<file path="src/rtl/pc_fetch_unit_if.sv">
// Fetch-side bundle: redirect input from next-PC select, instruction memory
// request/response channel and the decode handshake.
interface pc_fetch_unit_if #(
    parameter int XLEN = 32
) ();
    logic            Redirect;
    logic [XLEN-1:0] RedirectPc;
    logic            ImemReqValid;
    logic            ImemReqReady;
    logic [XLEN-1:0] ImemReqAddr;
    logic            ImemRspValid;
    logic [XLEN-1:0] ImemRspData;
    logic            InstrValid;
    logic            InstrReady;
    logic [XLEN-1:0] Instr;
    logic [XLEN-1:0] InstrPc;
    logic [XLEN-1:0] PcPlus4;
    logic            Misaligned;

    modport master (
        input  Redirect, RedirectPc, ImemReqReady, ImemRspValid, ImemRspData, InstrReady,
        output ImemReqValid, ImemReqAddr, InstrValid, Instr, InstrPc, PcPlus4, Misaligned
    );

    modport slave (
        output Redirect, RedirectPc, ImemReqReady, ImemRspValid, ImemRspData, InstrReady,
        input  ImemReqValid, ImemReqAddr, InstrValid, Instr, InstrPc, PcPlus4, Misaligned
    );
endinterface

</file>
<file path="src/rtl/pc_fetch_unit.sv">
// PC register and single-outstanding instruction fetcher: REQ -> WAIT -> HOLD,
// with redirects taking priority in every state.
module pc_fetch_unit #(
    parameter int              XLEN     = 32,
    parameter logic [XLEN-1:0] RESET_PC = '0
) (
    input logic             clk,
    input logic             rst_n,
    pc_fetch_unit_if.master bus
);
    localparam logic [1:0] ST_REQ  = 2'd0;
    localparam logic [1:0] ST_WAIT = 2'd1;
    localparam logic [1:0] ST_HOLD = 2'd2;

    localparam logic [XLEN-1:0] PC_STEP = XLEN'(4);

    logic [1:0]      state_q, state_d;
    logic [XLEN-1:0] pc_q, pc_d;
    logic            drop_q, drop_d;
    logic            instr_valid_q, instr_valid_d;
    logic [XLEN-1:0] instr_q, instr_d;
    logic [XLEN-1:0] instr_pc_q, instr_pc_d;
    logic            misaligned_q, misaligned_d;
    logic [XLEN-1:0] redirect_target;

    assign redirect_target = {bus.RedirectPc[XLEN-1:2], 2'b00};

    // A redirect during WAIT leaves the in-flight response stale; drop_q marks
    // it so the eventual response is discarded instead of decoded.
    always_comb begin
        state_d       = state_q;
        pc_d          = pc_q;
        drop_d        = drop_q;
        instr_valid_d = instr_valid_q;
        instr_d       = instr_q;
        instr_pc_d    = instr_pc_q;
        misaligned_d  = bus.Redirect && (bus.RedirectPc[1:0] != 2'b00);

        case (state_q)
            ST_REQ: begin
                if (bus.Redirect) pc_d = redirect_target;
                if (bus.ImemReqReady) begin
                    state_d = ST_WAIT;
                    drop_d  = bus.Redirect;
                end
            end
            ST_WAIT: begin
                if (bus.Redirect) pc_d = redirect_target;
                if (bus.ImemRspValid) begin
                    drop_d  = 1'b0;
                    state_d = ST_REQ;
                    if (!bus.Redirect && !drop_q) begin
                        instr_d       = bus.ImemRspData;
                        instr_pc_d    = pc_q;
                        instr_valid_d = 1'b1;
                        state_d       = ST_HOLD;
                    end
                end else if (bus.Redirect) begin
                    drop_d = 1'b1;
                end
            end
            ST_HOLD: begin
                if (bus.Redirect || bus.InstrReady) begin
                    instr_valid_d = 1'b0;
                    state_d       = ST_REQ;
                    pc_d          = bus.Redirect ? redirect_target : instr_pc_q + PC_STEP;
                end
            end
            default: state_d = ST_REQ;
        endcase
    end

    always_ff @(posedge clk) begin
        if (!rst_n) begin
            state_q       <= ST_REQ;
            pc_q          <= RESET_PC;
            drop_q        <= 1'b0;
            instr_valid_q <= 1'b0;
            instr_q       <= '0;
            instr_pc_q    <= '0;
            misaligned_q  <= 1'b0;
        end else begin
            state_q       <= state_d;
            pc_q          <= pc_d;
            drop_q        <= drop_d;
            instr_valid_q <= instr_valid_d;
            instr_q       <= instr_d;
            instr_pc_q    <= instr_pc_d;
            misaligned_q  <= misaligned_d;
        end
    end

    // Request is gated by rst_n so nothing is issued while reset is held.
    assign bus.ImemReqValid = rst_n && (state_q == ST_REQ);
    assign bus.ImemReqAddr  = pc_q;
    assign bus.InstrValid   = instr_valid_q;
    assign bus.Instr        = instr_q;
    assign bus.InstrPc      = instr_pc_q;
    assign bus.PcPlus4      = instr_pc_q + PC_STEP;
    assign bus.Misaligned   = misaligned_q;
endmodule

</file>
<file path="src/flat_wrapper.sv">
// flat-port wrapper written by rule: the top's interface ports become plain ports
module pc_fetch_unit_flat 
#(
    parameter int              XLEN     = 32,
    parameter logic [XLEN-1:0] RESET_PC = '0
)
  (clk, rst_n, bus_Redirect, bus_RedirectPc, bus_ImemReqReady, bus_ImemRspValid, bus_ImemRspData, bus_InstrReady, bus_ImemReqValid, bus_ImemReqAddr, bus_InstrValid, bus_Instr, bus_InstrPc, bus_PcPlus4, bus_Misaligned);
  pc_fetch_unit_if #(.XLEN(XLEN)) bus_i ();
  input logic clk;
  input logic rst_n;
  input wire logic [$bits(bus_i.Redirect)-1:0] bus_Redirect;
  input wire logic [$bits(bus_i.RedirectPc)-1:0] bus_RedirectPc;
  input wire logic [$bits(bus_i.ImemReqReady)-1:0] bus_ImemReqReady;
  input wire logic [$bits(bus_i.ImemRspValid)-1:0] bus_ImemRspValid;
  input wire logic [$bits(bus_i.ImemRspData)-1:0] bus_ImemRspData;
  input wire logic [$bits(bus_i.InstrReady)-1:0] bus_InstrReady;
  output wire logic [$bits(bus_i.ImemReqValid)-1:0] bus_ImemReqValid;
  output wire logic [$bits(bus_i.ImemReqAddr)-1:0] bus_ImemReqAddr;
  output wire logic [$bits(bus_i.InstrValid)-1:0] bus_InstrValid;
  output wire logic [$bits(bus_i.Instr)-1:0] bus_Instr;
  output wire logic [$bits(bus_i.InstrPc)-1:0] bus_InstrPc;
  output wire logic [$bits(bus_i.PcPlus4)-1:0] bus_PcPlus4;
  output wire logic [$bits(bus_i.Misaligned)-1:0] bus_Misaligned;
  assign bus_i.Redirect = bus_Redirect;
  assign bus_i.RedirectPc = bus_RedirectPc;
  assign bus_i.ImemReqReady = bus_ImemReqReady;
  assign bus_i.ImemRspValid = bus_ImemRspValid;
  assign bus_i.ImemRspData = bus_ImemRspData;
  assign bus_i.InstrReady = bus_InstrReady;
  assign bus_ImemReqValid = bus_i.ImemReqValid;
  assign bus_ImemReqAddr = bus_i.ImemReqAddr;
  assign bus_InstrValid = bus_i.InstrValid;
  assign bus_Instr = bus_i.Instr;
  assign bus_InstrPc = bus_i.InstrPc;
  assign bus_PcPlus4 = bus_i.PcPlus4;
  assign bus_Misaligned = bus_i.Misaligned;
  pc_fetch_unit #(.XLEN(XLEN), .RESET_PC(RESET_PC)) u_core (.clk(clk), .rst_n(rst_n), .bus(bus_i));
endmodule
</file>
<file path="config.mk">
export PLATFORM = sky130hd
export DESIGN_NAME = pc_fetch_unit_flat
export DESIGN_NICKNAME = d
export VERILOG_FILES = /design/src/rtl/pc_fetch_unit_if.sv /design/src/rtl/pc_fetch_unit.sv /design/src/flat_wrapper.sv
export SDC_FILE = /design/constraint.sdc
export NUM_CORES = 1
export LEC_CHECK = 0
export BUFFER_PORTS_ARGS = -buffer_cell sky130_fd_sc_hd__clkbuf_2
export CORE_MARGIN = 3
export CORE_UTILIZATION = 53
export CTS_BUF_LIST = sky130_fd_sc_hd__clkbuf_4 sky130_fd_sc_hd__clkbuf_8
export DETAILED_ROUTE_END_ITERATION = 8
export MAX_ROUTING_LAYER = met4
export PLACE_DENSITY = 0.88
export SKIP_LAST_GASP = 1
export SYNTH_ARGS = -nofsm -noshare
export SYNTH_HDL_FRONTEND = slang
export SYNTH_SLANG_ARGS = --single-unit
</file>
<file path="constraint.sdc">
create_clock -name clk -period 2.45 [get_ports clk]
set_input_delay 0.3675 -clock clk [delete_from_list [all_inputs] [get_ports clk]]
set_output_delay 0.3675 -clock clk [all_outputs]
set_load 0.05 [all_outputs]
</file>
; After elaboration in Yosys (flattened, before gate mapping)
; Cells that the tools add are included.
[totals]
register_bits = 101
input_bits = 70
out_inout_bits = 131
[classes]
add_sub_neg = 1
eq_ne = 8
mux = 17
reduce_logical = 17
[ops]
columns = op, n
row1 = $mux 32, 3
row2 = $pmux 32 s2, 1
row3 = $add 32x3->32 const B, 1
row4 = $reduce_and 3->1, 4
row5 = $mux 2, 4
row6 = $reduce_bool 2->1, 4
row7 = $mux 1, 6
row8 = $ne 2x1->1 const B, 3
row9 = $pmux 2 s3, 1
row10 = $ne 2x2->1 const B, 2
row11 = $pmux 1 s2, 2
row12 = $reduce_and 4->1, 1
row13 = $logic_and 1x1->1, 3
row14 = $ne 3x3->1 const B, 1
row15 = $eq 2x1->1 const B, 1
row16 = $eq 2x2->1 const B, 1
row17 = $logic_not 1->1, 2
row18 = $logic_not 2->1, 1
row19 = $reduce_or 2->1, 1
row20 = $logic_or 1x1->1, 1

; Depth between registers and ports, before layout
[logic_depth]
ltp_word = 5
mapped_depth = 8
mapped_depth_nobuf = 6

; Worst setup path before layout
; No wires, ideal clock.
[synth_timing]
path_type = reg2out
from = reg u_core.instr_pc_q[2], in the netlist u_core.bus.InstrPc[2]
to = out bus_PcPlus4[14]
arrival_time_ps = 2465
required_time_ps = 2082
setup_slack_ps = -382
path_stages_with_launch = 6
path_cell_list = dfxtp_1 ha_1 and4_1 and3_1 nand3_1 xnor2_1
[synth_between]
elab_chain_len = 1
[synth_rtl]
columns = element, line_no
row1 = start: declaration, pc_fetch_unit.sv:22  ; logic [XLEN-1:0] instr_pc_q, instr_pc_d;
row2 = start signal: assignment, pc_fetch_unit.sv:88  ; instr_pc_q <= instr_pc_d;
row3 = $add 32x3->32, pc_fetch_unit.sv:99  ; assign bus.PcPlus4 = instr_pc_q + PC_STEP;
row4 = end: declaration, flat_wrapper.sv:22  ; output wire logic [$bits(bus_i.PcPlus4)-1:0] bus_PcPlus4;
; Every way passes these cells.

; Worst setup path after layout
[layout_timing]
from = reg u_core.instr_pc_q[23], in the netlist u_core.bus.InstrPc[23]
to = out bus_PcPlus4[31]
; The elaborated chain is that of the path after synthesis.

==> flow_summary.yaml <==
finish:
  finalNonFillerCells: 887
  syn2layout_area_growth_pct: 38.6
  drive_above_1_share_pct: 40.5
  n_antenna_cell: 0
  nNetsFinal: 848
routing:
  via_per_inst: 5.63
  wl_um: 15000
  ant_nets: 0
  firstDrtPassIters: 5
  drc_errors: 0
  vias: 4994
  routedWlPerCell_um: 16.9
  drt_iter0_drc: 301
worst_setup_path:
  regToRegEndpoint: "u_core.bus.InstrPc[19]$_SDFFE_PN0P_"
  cp_slowest_cell: "dfxtp_4"
  endpoint: "bus_PcPlus4[31]"
  cp_data_arrival_time_ns: 2.08
  critPathBufInv: 2
  critPathLaunchType: "flip-flop"
  path_cells: "and4_4 -> nand4_1 -> buf_4 -> nor4b_4 -> xor2_2 -> buf_8"
  crit_path_end_kind: "output port"
  crit_path_max_incr_delay_ns: 0.37
  r2r_setup_slack_ns: 0.44
  required_ns: 2.08
  cp_max_fo: 3
  worstRegToRegCells: 5
  timing.rr.start: "u_core.state_q[0]$_SDFFE_PN0P_"
  worstSetupStartpoint: "u_core.bus.InstrPc[23]$_SDFFE_PN0P_"
  cp.depth: 6
  criticalPathCategory: "flip-flop to output port"
  crit_family: "simple AND/OR/NAND/NOR gates"
sta:
  worstMarginPinSlew_ns: 0.484
  finalCritPeriodShare_pct: 100
  min_period_ns: 2.45
  clock.fmax_ghz: 0.408
  setup_viol: 0
  slew-limit-headroom_pct: 67.7
  rsz0062_at_grt: "true"
  hold_viol: 0
  finClkSkew_ns: 0.0129
  slew_viol_final: 0
placement:
  place_inst: 851
  place_hpwl_um: 10100
  port_buffers: 200
  place.gp.congestion: 0.895
power_and_ir_drop:
  leakage_nw: 3.13
  power_per_cell_area_nw_per_um2: 502
  power_mw: 3.29
  peakVddDrop_uv: 331
floorplanning:
  die_x_um: 100
  die_h_um: 100
  num_rows: 33
  start_util_pct: 56.1
  io_pins: 201
  dieArea_um2: 10100
  core_um2: 8420
clocking:
  cts_buffers: 9
  clock_sinks: 101
  cts_tree: "yes"
  clk_latency_ns: 0.37
  clk_pin_slew_ns: 0.11
  cts_root_buffer: "clkbuf_8"
  hold_buffers: 0
  h-tree-depth: 3
  cts_buffer_depth: 2
synthesis:
  synth_fp_nets: 648
  synth_cell_type_count: 44
  synth_top_area_share_pct: 42.8
  synth_top_cell_by_area: "dfxtp_1"
  yosysWarnings: 0
  ys_seq_area_share_pct: 42.8
  synth-edff-count: 0
  syn_area_per_cell_um2: 8.19
  synthTopCellsByArea: "dfxtp_1, nand2_1, a21boi_0"
  synthCells: 577
  synth_area_um2: 4730
  synth_ff_type: "dfxtp_1"
  synth-seq-cells: 101
  synthArstFlopShare_pct: 0
outcome:
  outcome: "complete, no violations"
grt:
  grt_max_degree: 81
  antenna_found_initial: 0
  grt_pass1_vias: 4948
  grt_pass1_wl_um: 23400
  grt_overflow_total: 0
  grt_usage_pct: 29.6
worst_hold_path:
  worstHoldPathType: "input port to flip-flop"
flow_run:
  cap_viol_max_count: 0
-- cells by family (layout without fill, tap and decap cells) --
group | after synthesis | count (layout) | synth area share (%)
AO/OA/AOI/OAI | 128 | 128 | 19.1
XOR/XNOR | 28 | 28 | 5.19
adder cells (fa/ha/maj) | 1 | 1 | 0.265
buffers and inverters | 56 | 260 | 5.40
flip-flops | 101 | 101 | 42.8
multiplexers | 6 | 6 | 1.27
AND/OR/NAND/NOR | 257 | 258 | 26.0
-- metal layers --
layer / vias to the layer above / track usage (%) / wire [um]
met5: - / - / 0
met4: 0 / 11.0 / 410
met3: 38 / 6.12 / 1140
met2: 256 / 50.2 / 7730
met1: 2337 / 34.5 / 5730
li1: 2363 / - / -
-- how the worst min path moves through the flow --
| stage | from | end | slack (ns) | depth (start not counted) |
|---|---|---|---|---|
| after floorplan | bus_Redirect | u_core.bus.Misaligned$_SDFF_PN0_ | 0.50 | 1 |
| after global placement | u_core.bus.Instr[3]$_SDFFE_PN0P_ | u_core.bus.Instr[3]$_SDFFE_PN0P_ | 0.44 | 2 |
| after detailed placement | u_core.bus.Instr[3]$_SDFFE_PN0P_ | u_core.bus.Instr[3]$_SDFFE_PN0P_ | 0.45 | 2 |
| after CTS | bus_ImemRspData[3] | u_core.bus.Instr[3]$_SDFFE_PN0P_ | 0.20 | 3 |
| after global routing | bus_RedirectPc[0] | u_core.bus.Misaligned$_SDFF_PN0_ | 0.21 | 2 |
| final | bus_ImemRspData[0] | u_core.bus.Instr[0]$_SDFFE_PN0P_ | 0.21 | 3 |
-- synth_stat cells (2+ instances only) --
library cell,count
a21boi_0,52
a21oi_1,34
a41o_1,18
and2_1,5
and3_1,4
and4_1,3
buf_1,4
buf_2,16
buf_4,2
clkbuf_1,24
dfxtp_1,101
inv_1,8
mux2i_1,6
nand2_1,161
nand2b_1,3
nand3_1,39
nand3_4,2
nand4_1,6
nor2_1,12
nor3_1,5
nor4_2,6
o211a_1,4
o21a_1,2
o21ai_0,13
or3_1,2
xnor2_1,12
xor2_1,16
-- metrics by stage --
| step | utilization [%] | hold WS, ns | setup TNS [ns] | area, um^2 | setup slack [ns] |
|---|---|---|---|---|---|
| final | 77.8 | 0.209 | 0 | 6550 | 0.00104 |
| after global routing | 77.8 | 0.207 | -0.418 | 6550 | -0.0918 |
| after CTS | 75.7 | 0.197 | 0 | 6380 | 0.00139 |
| after detailed placement | 70.8 | 0.454 | 0 | 5960 | 0.153 |
| after global placement | 70.8 | 0.444 | 0 | 5960 | 0.199 |
| after floorplan | - | 0.501 | -0.0145 | 4860 | -0.00728 |
-- final cells by class --
class	instances	area [um^2]
multi-input cells	421	2730
flip-flops and latches	101	2070
fillers	599	1870
repair buffers	236	1410
clock buffers	10	138
well taps	105	131
clock inverters	6	53.8
inverters	8	30.0
-- flip-flops by register name, indices dropped and copies added (netlist names) --
register                flops
u_core.bus.Misaligned       1
u_core.bus.ImemReqAddr     32
u_core.state_q              2
u_core.bus.Instr           32
u_core.bus.InstrPc         32
u_core.bus.InstrValid       1
u_core.drop_q               1
-- layout by cell type (no fill, tap or decap), types with 8 or more instances in the layout --
master,synthesis,final
dfxtp_2,0,12
o21ai_0,13,13
dfxtp_4,0,8
a21oi_1,34,33
a21boi_0,52,52
nand2_1,161,159
nor2_1,12,11
clkbuf_2,0,185
xnor2_1,12,8
buf_4,2,34
a41o_1,18,18
dfxtp_1,101,81
inv_1,8,8
xor2_2,0,12
nand3_1,39,39
clkbuf_8,1,10
-- where the power goes --
part	internal, mW	switching, mW	total (mW)
clock	0.416	0.631	1.05
combinational	0.159	0.355	0.514
sequential	1.68	0.0454	1.73
-- repair_timing --
item | in CTS | in global routing
gates resized for setup | 38 | 36
gates cloned | 0 | 1
endpoints found under the setup margin | 18 | 19
pin swaps | 9 | 14
setup buffers | 9 | 10
-- tightest hold or removal path, stage by stage --
cell	delay, ns
clkbuf_2	0.08
nand2_1	0.05
a21oi_1	0.05
Note: power is estimated with default switching activity, not from simulation.
